### src/rtl/uart_rx.sv
// 8N1 UART receiver: two-flop synchronized RXD, start-edge detect, mid-bit sampling.
// Emits each good byte with a one-cycle Data_valid, or a one-cycle Frame_err on a low stop bit.
module uart_rx #(
   parameter logic [31:0] FREQ_CLK = 32'd100000000,
   parameter logic [31:0] RX_SPEED = 32'd115200
) (
   input  logic       Clk,
   input  logic       Rst_n,
   input  logic       RXD,
   output logic [7:0] Data,
   output logic       Data_valid,
   output logic       Frame_err,
   output logic       Busy
);

   localparam logic [31:0] PULSE_END_OF_COUNT = FREQ_CLK / RX_SPEED;
   localparam logic [31:0] HALF_COUNT         = PULSE_END_OF_COUNT / 32'd2;

   localparam logic [1:0] IDLE      = 2'd0;
   localparam logic [1:0] START_BIT = 2'd1;
   localparam logic [1:0] RECV_DATA = 2'd2;
   localparam logic [1:0] STOP_BIT  = 2'd3;

   logic        rxd_meta_q, rxd_sync_q, rxd_prev_q;
   logic [1:0]  state_q, state_d;
   logic [31:0] cnt_q, cnt_d;
   logic [31:0] bit_q, bit_d;
   logic [7:0]  shift_q, shift_d;
   logic [7:0]  data_q, data_d;
   logic        valid_q, valid_d;
   logic        ferr_q, ferr_d;

   always_ff @(posedge Clk or negedge Rst_n) begin
      if (!Rst_n) begin
         rxd_meta_q <= 1'b1;
         rxd_sync_q <= 1'b1;
         rxd_prev_q <= 1'b1;
      end else begin
         rxd_meta_q <= RXD;
         rxd_sync_q <= rxd_meta_q;
         rxd_prev_q <= rxd_sync_q;
      end
   end

   always_comb begin
      state_d = state_q;
      cnt_d   = cnt_q;
      bit_d   = bit_q;
      shift_d = shift_q;
      data_d  = data_q;
      valid_d = 1'b0;
      ferr_d  = 1'b0;
      case (state_q)
         IDLE: begin
            cnt_d = 32'd0;
            if (rxd_prev_q && !rxd_sync_q) state_d = START_BIT;
         end
         START_BIT: begin
            if (cnt_q == HALF_COUNT) begin
               cnt_d   = 32'd0;
               bit_d   = 32'd0;
               // A start bit that is high again by mid-bit was a glitch.
               state_d = rxd_sync_q ? IDLE : RECV_DATA;
            end else begin
               cnt_d = cnt_q + 32'd1;
            end
         end
         RECV_DATA: begin
            if (cnt_q == PULSE_END_OF_COUNT) begin
               cnt_d   = 32'd0;
               shift_d = {rxd_sync_q, shift_q[7:1]};
               if (bit_q == 32'd7) state_d = STOP_BIT;
               else                bit_d   = bit_q + 32'd1;
            end else begin
               cnt_d = cnt_q + 32'd1;
            end
         end
         default: begin
            if (cnt_q == PULSE_END_OF_COUNT) begin
               cnt_d   = 32'd0;
               state_d = IDLE;
               if (rxd_sync_q) begin
                  data_d  = shift_q;
                  valid_d = 1'b1;
               end else begin
                  ferr_d  = 1'b1;
               end
            end else begin
               cnt_d = cnt_q + 32'd1;
            end
         end
      endcase
   end

   always_ff @(posedge Clk or negedge Rst_n) begin
      if (!Rst_n) begin
         state_q <= IDLE;
         cnt_q   <= 32'd0;
         bit_q   <= 32'd0;
         shift_q <= 8'h00;
         data_q  <= 8'h00;
         valid_q <= 1'b0;
         ferr_q  <= 1'b0;
      end else begin
         state_q <= state_d;
         cnt_q   <= cnt_d;
         bit_q   <= bit_d;
         shift_q <= shift_d;
         data_q  <= data_d;
         valid_q <= valid_d;
         ferr_q  <= ferr_d;
      end
   end

   assign Data       = data_q;
   assign Data_valid = valid_q;
   assign Frame_err  = ferr_q;
   assign Busy       = (state_q != IDLE);

endmodule

### config.mk
export PLATFORM = sky130hd
export DESIGN_NAME = uart_rx
export DESIGN_NICKNAME = d
export VERILOG_FILES = /design/src/rtl/uart_rx.sv
export SDC_FILE = /design/constraint.sdc
export NUM_CORES = 1
export LEC_CHECK = 0
export ABC_CLOCK_PERIOD_IN_PS = 3920
export CAP_MARGIN = 20
export CORE_MARGIN = 5
export CORE_UTILIZATION = 30
export DETAILED_ROUTE_END_ITERATION = 8
export PLACE_DENSITY_LB_ADDON = 0.3
export SKIP_CTS_REPAIR_TIMING = 1
export SLEW_MARGIN = 5
export SYNTH_ARGS = -nofsm -noshare
export SYNTH_HDL_FRONTEND = slang
export SYNTH_SLANG_ARGS = --single-unit
### constraint.sdc
create_clock -name Clk -period 3.92 [get_ports Clk]
set_input_delay 0.98 -clock Clk [delete_from_list [all_inputs] [get_ports Clk]]
set_output_delay 0.98 -clock Clk [all_outputs]
set_load 0.01 [all_outputs]
==> flow_summary.yaml <==
die:
  dieArea_mm2: 0.01759
  num_io_pins: 14
  start_util_pct: 30.81
  die_width_um: 132.6
  die_height_um: 132.6
  core_mm2: 0.01464
  fp-row-count: 44
timing:
  finalWorstSetupSlack_ns: 1.277
  drv_slew: 0
  hold_violations: 0
  relSlewSlack_pct: 47.17
  fin_crit_sh_pct: 67.41
  worst_pin_slew_ns: 0.7916
  max_freq_mhz: 378.4
  fin_crit_ns: 2.643
  rsz0062_at_grt: "no"
  finClkSkew_ns: 0.008151
  tns_ns: 0
  setup_viol: 0
synth:
  synth.net_count: 469
  synth_top_cells_by_area: "dfrtp_1 47%, or4_1 4.5%, mux2_2 3.7%"
  synthMostInstantiatedCell: "dfrtp_1"
  yosysTopAreaCellShare_pct: 46.59
  ys_seq_elements: 87
  synthDistinctLibCells: 45
  ys_warn_count: 0
  synthArstFlopShare_pct: 100.0
  yosysTopAreaCell: "dfrtp_1"
  synthFlopType: "dfrtp_1"
  syn-cell-area_mm2: 0.004512
  synth-edff-count: 0
  seq_area_frac_synth_pct: 48.34
  syn_area_per_cell_um2: 9.766
  netlist_instances: 462
  yosys-top-cells-count: "84 x dfrtp_1, 41 x nor2_1, 33 x a21oi_1"
pwr:
  peakVddDrop_mv: 0.2500
  total_power_w: 0.002080
  power_density_mw_per_mm2: 403.4
  p_leak_nw: 2.022
place:
  numPortBuffers: 13
  dp_cells: 644
  gp_congestion: 0.8103
  hpwl_um: 6828
  pre_cts_ws_ns: 1.322
cells_and_area:
  nets: 478
  instances_no_fill: 660
  multi_input_area_mm2: 0.002200
  n_antenna_cell: 0
  fill_cells: 1505
  drive_above_1_share_pct: 11.34
  regArea_mm2: 0.002181
  syn_to_final_growth_pct: 14.28
detailed_routing:
  drt-vias-per-instance: 5.402
  drt_iter0_drc: 216
  drtPass1Iterations: 4
  avgRoutedWirePerCell_um: 15.24
  ant_nets: 0
  vias: 3565
  route.detailed.drc: 0
  drt_wl_total_um: 10060
critical_path:
  arrival_ns: 1.66
  endpoint_kind: "output port"
  worstSetupPathType: "flop to output port"
  cp_max_fo: 12
  worstPathRequired_ns: 2.94
  start_kind: "flop"
clocking:
  cts_num_sinks: 87
  root_buffer: "clkbuf_16"
  htree_num_levels: 3
  max-clock-path-buffers: 2
  clk_pin_slew_ns: 0.06
  cts_tree: "yes"
  insertion_delay_ns: 0.35
  cts_made_buffers: 9
grt:
  gr-total-overflow: 0
  grt_pass1_vias: 3645
  grt_usage_pct: 12.21
  grt_pass1_wl_um: 17700
  grt_max_degree: 51
  antenna_found_initial: 0
flow_run:
  maxCapViolations: 0
outcome:
  status: "finished, final reports clean"
hold_path:
  hold_path_class: "flop to flop"
## through the flow
| stage | area (um2) | hold slack, ns | utilization, % |
|---|---|---|---|
| after floorplan | 4512 | 0.3452 | - |
| after global placement | 4832 | 0.3470 | 33.00 |
| after global routing | 5156 | 0.3600 | 35.21 |
| final | 5156 | 0.3572 | 35.21 |
| after detailed placement | 4832 | 0.3493 | 33.00 |
| after CTS | 5156 | 0.3590 | 35.21 |
## flip-flops by register name (all words and copies together) (netlist names)
signal and flops:
bit_q 32, cnt_q 32, Data 8, shift_q 8, state_q 2, Data_valid 1, Frame_err 1, rxd_meta_q 1
rxd_prev_q 1, rxd_sync_q 1
## power breakdown
group / internal [W] / switching (W)
clock: 0.000579 / 0.000355
sequential: 0.000936 / 0.0000606
combinational: 0.0000572 / 0.0000909
## worst paths after layout
| check | startpoint | cells after the start | slack [ns] | to |
|---|---|---|---|---|
| max | state_q[1]$_DFFE_PN0P_ | 2 | 1.28 | Busy |
| min | rxd_meta_q$_DFF_PN1_ | 0 | 0.36 | rxd_sync_q$_DFF_PN1_ |
| max in group asynchronous | Rst_n | 2 | 2.46 | rxd_meta_q$_DFF_PN1_ |
| min in group asynchronous | Rst_n | 1 | 0.60 | bit_q[15]$_DFFE_PN0P_ |
| min reg2reg | rxd_meta_q$_DFF_PN1_ | 0 | 0.36 | rxd_sync_q$_DFF_PN1_ |
| max reg2reg | cnt_q[26]$_DFF_PN0_ | 6 | 1.35 | cnt_q[28]$_DFF_PN0_ |
## logic make-up (layout without fill, tap and decap cells)
group / Yosys count / count (layout) / share of synthesized area, %
xor gates and xnor gates: 27 / 27 / 5.241
AOI/OAI and AO/OA: 78 / 78 / 10.62
muxes: 15 / 15 / 3.744
buffers and inverters: 32 / 46 / 3.050
DFF: 87 / 87 / 48.34
and+or+nand+nor: 219 / 219 / 27.90
adders and majority gates: 4 / 4 / 1.109
## cells in the final DEF (no fill, tap or decap), types with 3 or more instances in the layout
cell	n
o21ai_0	13
and2_1	6
nand3_1	18
o31ai_1	22
dfrtp_1	84
nor2_1	41
nor3_1	14
dfstp_2	3
xnor2_1	19
a21oi_1	33
nand2_1	28
or3_1	14
xor2_1	8
and4_1	9
clkdlybuf4s50_1	12
nand4_1	22
clkbuf_16	9
and3_1	6
or4_1	27
mux2_2	15
nand3_2	3
inv_1	9
nor4_1	13
ha_1	4
buf_4	9
or2_2	3
## worst max-delay path, cell delays in order (launching register included)
cell	delay (ns)
dfrtp_1	0.50
or2_2	0.33
clkdlybuf4s50_1	0.48
## cell type report
| class | instances | share of cell area (%) |
|---|---|---|
| Clock inverter | 4 | 1.504 |
| Multi-Input combinational cell | 343 | 42.66 |
| Tap cell | 184 | 4.465 |
| Inverter | 9 | 0.6552 |
| Clock buffer | 12 | 4.780 |
| Sequential cell | 87 | 42.30 |
| Timing Repair Buffer | 21 | 3.640 |
## layer usage
layer  track usage (%)  wire (um)  vias to the layer above
met2             20.59       4983                       37
met1             15.09       4612                     1765
met3             2.999        289                       15
met5                 0          0                        -
li1                  -          -                     1748
met4             4.734        175                        0
No activity file was read; power rests on OpenSTA's default activity.
==> variant 1, RTL diff (config.mk and constraints unchanged) <==
One comparison of `cnt_q` changes from == to >=.
--- a/src/rtl/uart_rx.sv
+++ b/src/rtl/uart_rx.sv
@@ -67,5 +67,5 @@
          end
          RECV_DATA: begin
-            if (cnt_q == PULSE_END_OF_COUNT) begin
+            if (cnt_q >= PULSE_END_OF_COUNT) begin
                cnt_d   = 32'd0;
                shift_d = {rxd_sync_q, shift_q[7:1]};
Formal check against the unedited RTL: same outputs for any inputs over 10 cycles, from zero or initial values and one cycle with Rst_n low; that may be too few to reach the edited logic, so the function may still have changed.
==> variant 1 against the original RTL <==
- setup slack worse by 0.41 ns
- global-route usage down 0.44 points
- routed wire length down 8.0%
- sequential cell count unchanged
- largest cell class is now flip-flops and latches
- non-clock buffer count down 2
- synthesized area down 2.5%
- sequential share of layout area up 1.2 points
- design area down 2.8%
- utilization down 0.60 points
Power is not compared: it rests on default switching activity, and its combinational part moved more than twofold at a synthesized area within 25%.
==> variant 1: results <==
set metrics [dict create \
    status "finished, final reports clean" \
    wl_met3_microns 292 \
    clockBufferDepth 2 \
    clk_latency_ns 0.35 \
    dp_hpwl_microns 6260 \
    wl_met1_microns 4430 \
    grt_pass1_wl_microns 16200 \
    hold_class "reg -> reg" \
    fin_skew_ns 0.00699 \
    grt_max_degree 57 \
    gp_congestion 0.758 \
    async_flop_share 1.00 \
    critPathMaxFanout 56 \
    synth_cell_types 47 \
    slew_headroom 0.477 \
    biggestRegsByFlops "bit_q (32), cnt_q (32)" \
    synthTopCellsByArea "dfrtp_1 48%, mux2_2 4.6%, nand2_1 3.4%" \
    route.met2.wl_microns 4420 \
    io_buffer_count 13 \
    ys.flop_type "dfrtp_1" \
    synth.net_count 455 \
    layout.nets 467 \
    cts.clk_slew.worst_paths_ns 0.07 \
    fillCellCount 1483 \
    synth-seq-area-share 0.496 \
    antenna_cells 0 \
    power_leakage_nw 2.09 \
    grt_pass1_vias 3425 \
    synth_commonest_cells "84 x dfrtp_1, 40 x nand2_1, 39 x nor2_1" \
    antenna_found_initial 0 \
    place_ws_ns 0.877 \
    track_usage 0.118 \
    crit_arrival_ns 3.32 \
    vias_per_cell 5.21 \
    layout-drive-gt1-share 0.112 \
    first_iter_violations 206 \
    synth_warnings 0 \
    htree_levels 3 \
    routed_wl_microns 9250 \
    worst-r2r-setup-slack_ns 0.87 \
    max_freq_mhz 327 \
]
==> variant 1: cell types whose count changed in the layout (fill, tap and decap cells not counted), moves of 9 or more <==
| cell | before | now |
|---|---|---|
| xnor2_1 | 19 | 10 |
| nand2_1 | 28 | 40 |
| a21oi_1 | 33 | 19 |
| or4_1 | 27 | 15 |
| o31ai_1 | 22 | 3 |
| o21ai_0 | 13 | 22 |
==> variant 1: final cells by class <==
cell class                      instances  area share
Tap cell                              184      0.0459
Clock inverter                          7      0.0110
Sequential cell                        87       0.435
Clock buffer                            9      0.0449
Inverter                               13     0.00974
Timing Repair Buffer                   19      0.0345
Multi-Input combinational cell        330       0.419
==> variant 1: path summary, 6_finish.rpt <==
check	start	endpoint	depth (start not counted)
worst max-delay path	cnt_q[0]	bit_q[11]	9
worst min-delay path	rxd_meta_q	rxd_sync_q	0
worst max register to register	cnt_q[0]	bit_q[11]	9
worst min register to register	rxd_meta_q	rxd_sync_q	0
max in group asynchronous	Rst_n	rxd_prev_q	2
min in group asynchronous	Rst_n	bit_q[24]	1
==> variant 1: cells by family after synthesis <==
| kind of cell | Yosys count | synth area share |
|---|---|---|
| AO/OA/AOI/OAI | 64 | 0.0959 |
| XOR/XNOR | 25 | 0.0498 |
| adder cells (fa/ha/maj) | 4 | 0.0114 |
| buffers and inverters | 31 | 0.0301 |
| flip-flops | 87 | 0.496 |
| multiplexers | 19 | 0.0483 |
| AND/OR/NAND/NOR | 218 | 0.269 |
==> variant 1: worst max-delay path, cell delays in order, from the launching register on <==
cell,delay [ns]
dfrtp_1,0.42
inv_1,0.10
ha_1,0.14
or4b_1,0.42
or4_4,0.45
o21ba_4,0.24
a211o_1,0.22
buf_4,0.26
or4_1,0.54
a21oi_1,0.16
==> variant 1: through the flow <==
stage / cell area [sq um] / util / std cells / hold slack [ns] / power, mW
floorplan: 4400 / - / 448 / 0.345 / 1.32
global placement: 4730 / 0.327 / 633 / 0.347 / 1.42
detailed placement: 4730 / 0.327 / 633 / 0.351 / 1.43
CTS: 5010 / 0.346 / 649 / 0.361 / 2.26
global route: 5010 / 0.346 / 649 / 0.366 / 2.35
finish: 5010 / 0.346 / 649 / 0.360 / 2.22
==> variant 1: metal layers <==
metal  vias up  global-route usage
met5         -                   0
met4         0              0.0436
met3        10              0.0377
met2        31               0.186
met1      1680               0.151
li1       1658                   -
==> variant 1: report_power, final <==
group	switching, mW	total, mW	leakage (nW)	internal (mW)
sequential	0.0471	0.985	1.20	0.938
clock	0.373	0.809	0.138	0.437
combinational	0.295	0.423	0.754	0.128
total	0.715	2.22	2.09	1.50
==> variant 2, RTL diff (config.mk and constraints unchanged) <==
Without the edit above. Set the parameter `FREQ_CLK` to 32'd75000000 (it was 32'd100000000).
--- a/src/rtl/uart_rx.sv
+++ b/src/rtl/uart_rx.sv
@@ -2,5 +2,5 @@
 // Emits each good byte with a one-cycle Data_valid, or a one-cycle Frame_err on a low stop bit.
 module uart_rx #(
-   parameter logic [31:0] FREQ_CLK = 32'd100000000,
+   parameter logic [31:0] FREQ_CLK = 32'd75000000,
    parameter logic [31:0] RX_SPEED = 32'd115200
 ) (
Formal check against the unedited RTL: same outputs for any inputs over 10 cycles, from zero or initial values and one cycle with Rst_n low; that may be too few to reach the edited logic, so the function may still have changed.
==> variant 2 against the original RTL <==
- critical endpoint is now bit_q[22]
- synthesized area fell by 3.2%
- routed wire length fell by 9.8%
- setup slack got worse by 0.31 ns
- global-route usage is 0.87 points lower
- register-to-register slack worse by 0.38 ns
- power decreased by 3.1%
- first-iteration DRC count fell by 7.4%
- design area down 2.5%
- sequential cell count unchanged
==> variant 2: results <==
set metrics [dict create \
    status "finished, final reports clean" \
    antenna_cells 0 \
    first_iter_violations 200 \
    globalRouteMet2Util 0.181 \
    dp.cells 628 \
    ys.flop_type "dfrtp_1" \
    critPathMaxFanout 18 \
    grt_pass1_vias 3230 \
    place_ws_ns 0.961 \
    synth.net_count 445 \
    synth_commonest_cells "84 x dfrtp_1, 64 x nor2_1, 31 x xnor2_1" \
    synthMuxAreaShare 0.0461 \
    slew_headroom 0.479 \
    holdWs_ns 0.358 \
    fin_skew_ns 0.00851 \
    synthTopCellsByArea "dfrtp_1 48%, xnor2_1 6.2%, nor2_1 5.5%" \
    vias 3287 \
    grt_pass1_wl_microns 15800 \
    track_usage 0.113 \
    drt-wirelength-per-cell_microns 14.1 \
    syn_area_per_cell_sq_um 9.94 \
    cp_slowest_stage_delay_ns 0.65 \
    vias_per_cell 5.10 \
    synthAdderAreaFrac 0.00860 \
    synth-seq-area-share 0.500 \
    power_leakage_nw 2.09 \
    crit_arrival_ns 3.18 \
    route.met2.wl_microns 4250 \
    grt.met3_usage 0.0305 \
    layout.nets 461 \
    period_needed_ns 2.95 \
    place_area_sq_mm 0.00472 \
    gp_congestion 0.775 \
    fillCellCount 1458 \
    worst-r2r-setup-slack_ns 0.97 \
    crit_end "bit_q[22]" \
    crit_path_start "cnt_q[1]" \
    peakVddDrop_v 0.000230 \
    r2r-end "bit_q[22]" \
    dp_hpwl_microns 6000 \
    grt_use_met1 0.150 \
    hold_start "rxd_meta_q" \
    synth_compound_area_frac 0.0946 \
    wl_met1_microns 4410 \
    layout-drive-gt1-share 0.117 \
    grt_max_degree 59 \
    cpMaxStageDelayCell "a2111o_1" \
]
-- variant 2: cell types whose count changed after synthesis, sizes merged, moves of 5 or more --
cell / before / now
a211o: 0 / 5
a211oi: 0 / 12
a21oi: 34 / 11
and2: 6 / 1
clkbuf: 21 / 13
inv: 9 / 15
nand3: 21 / 28
nor2: 41 / 64
o31ai: 22 / 4
or3: 14 / 4
or4: 29 / 3
xnor2: 19 / 31
-- variant 2: worst max-delay path, delay by kind of cell (launching register included) --
family          cells  cell delay, ns
compound gates      3            1.35
fa+ha+maj           1            0.13
buf+inv             1            0.07
flops               1            0.41
simple gates        3            0.87
-- variant 2: power by group --
part / internal, mW / switching [mW]
clock: 0.507 / 0.384
sequential: 0.926 / 0.0363
combinational: 0.0539 / 0.109
-- variant 2: layout make-up --
type                       count  area, sq um  area share
clock inverter                 7         83.8      0.0167
timing repair buffer          19          173      0.0343
clock buffer                   9          225      0.0448
sequential                    87         2180       0.434
inverter                      15         56.3      0.0112
tap                          184          230      0.0458
multi-input combinational    323         2080       0.413
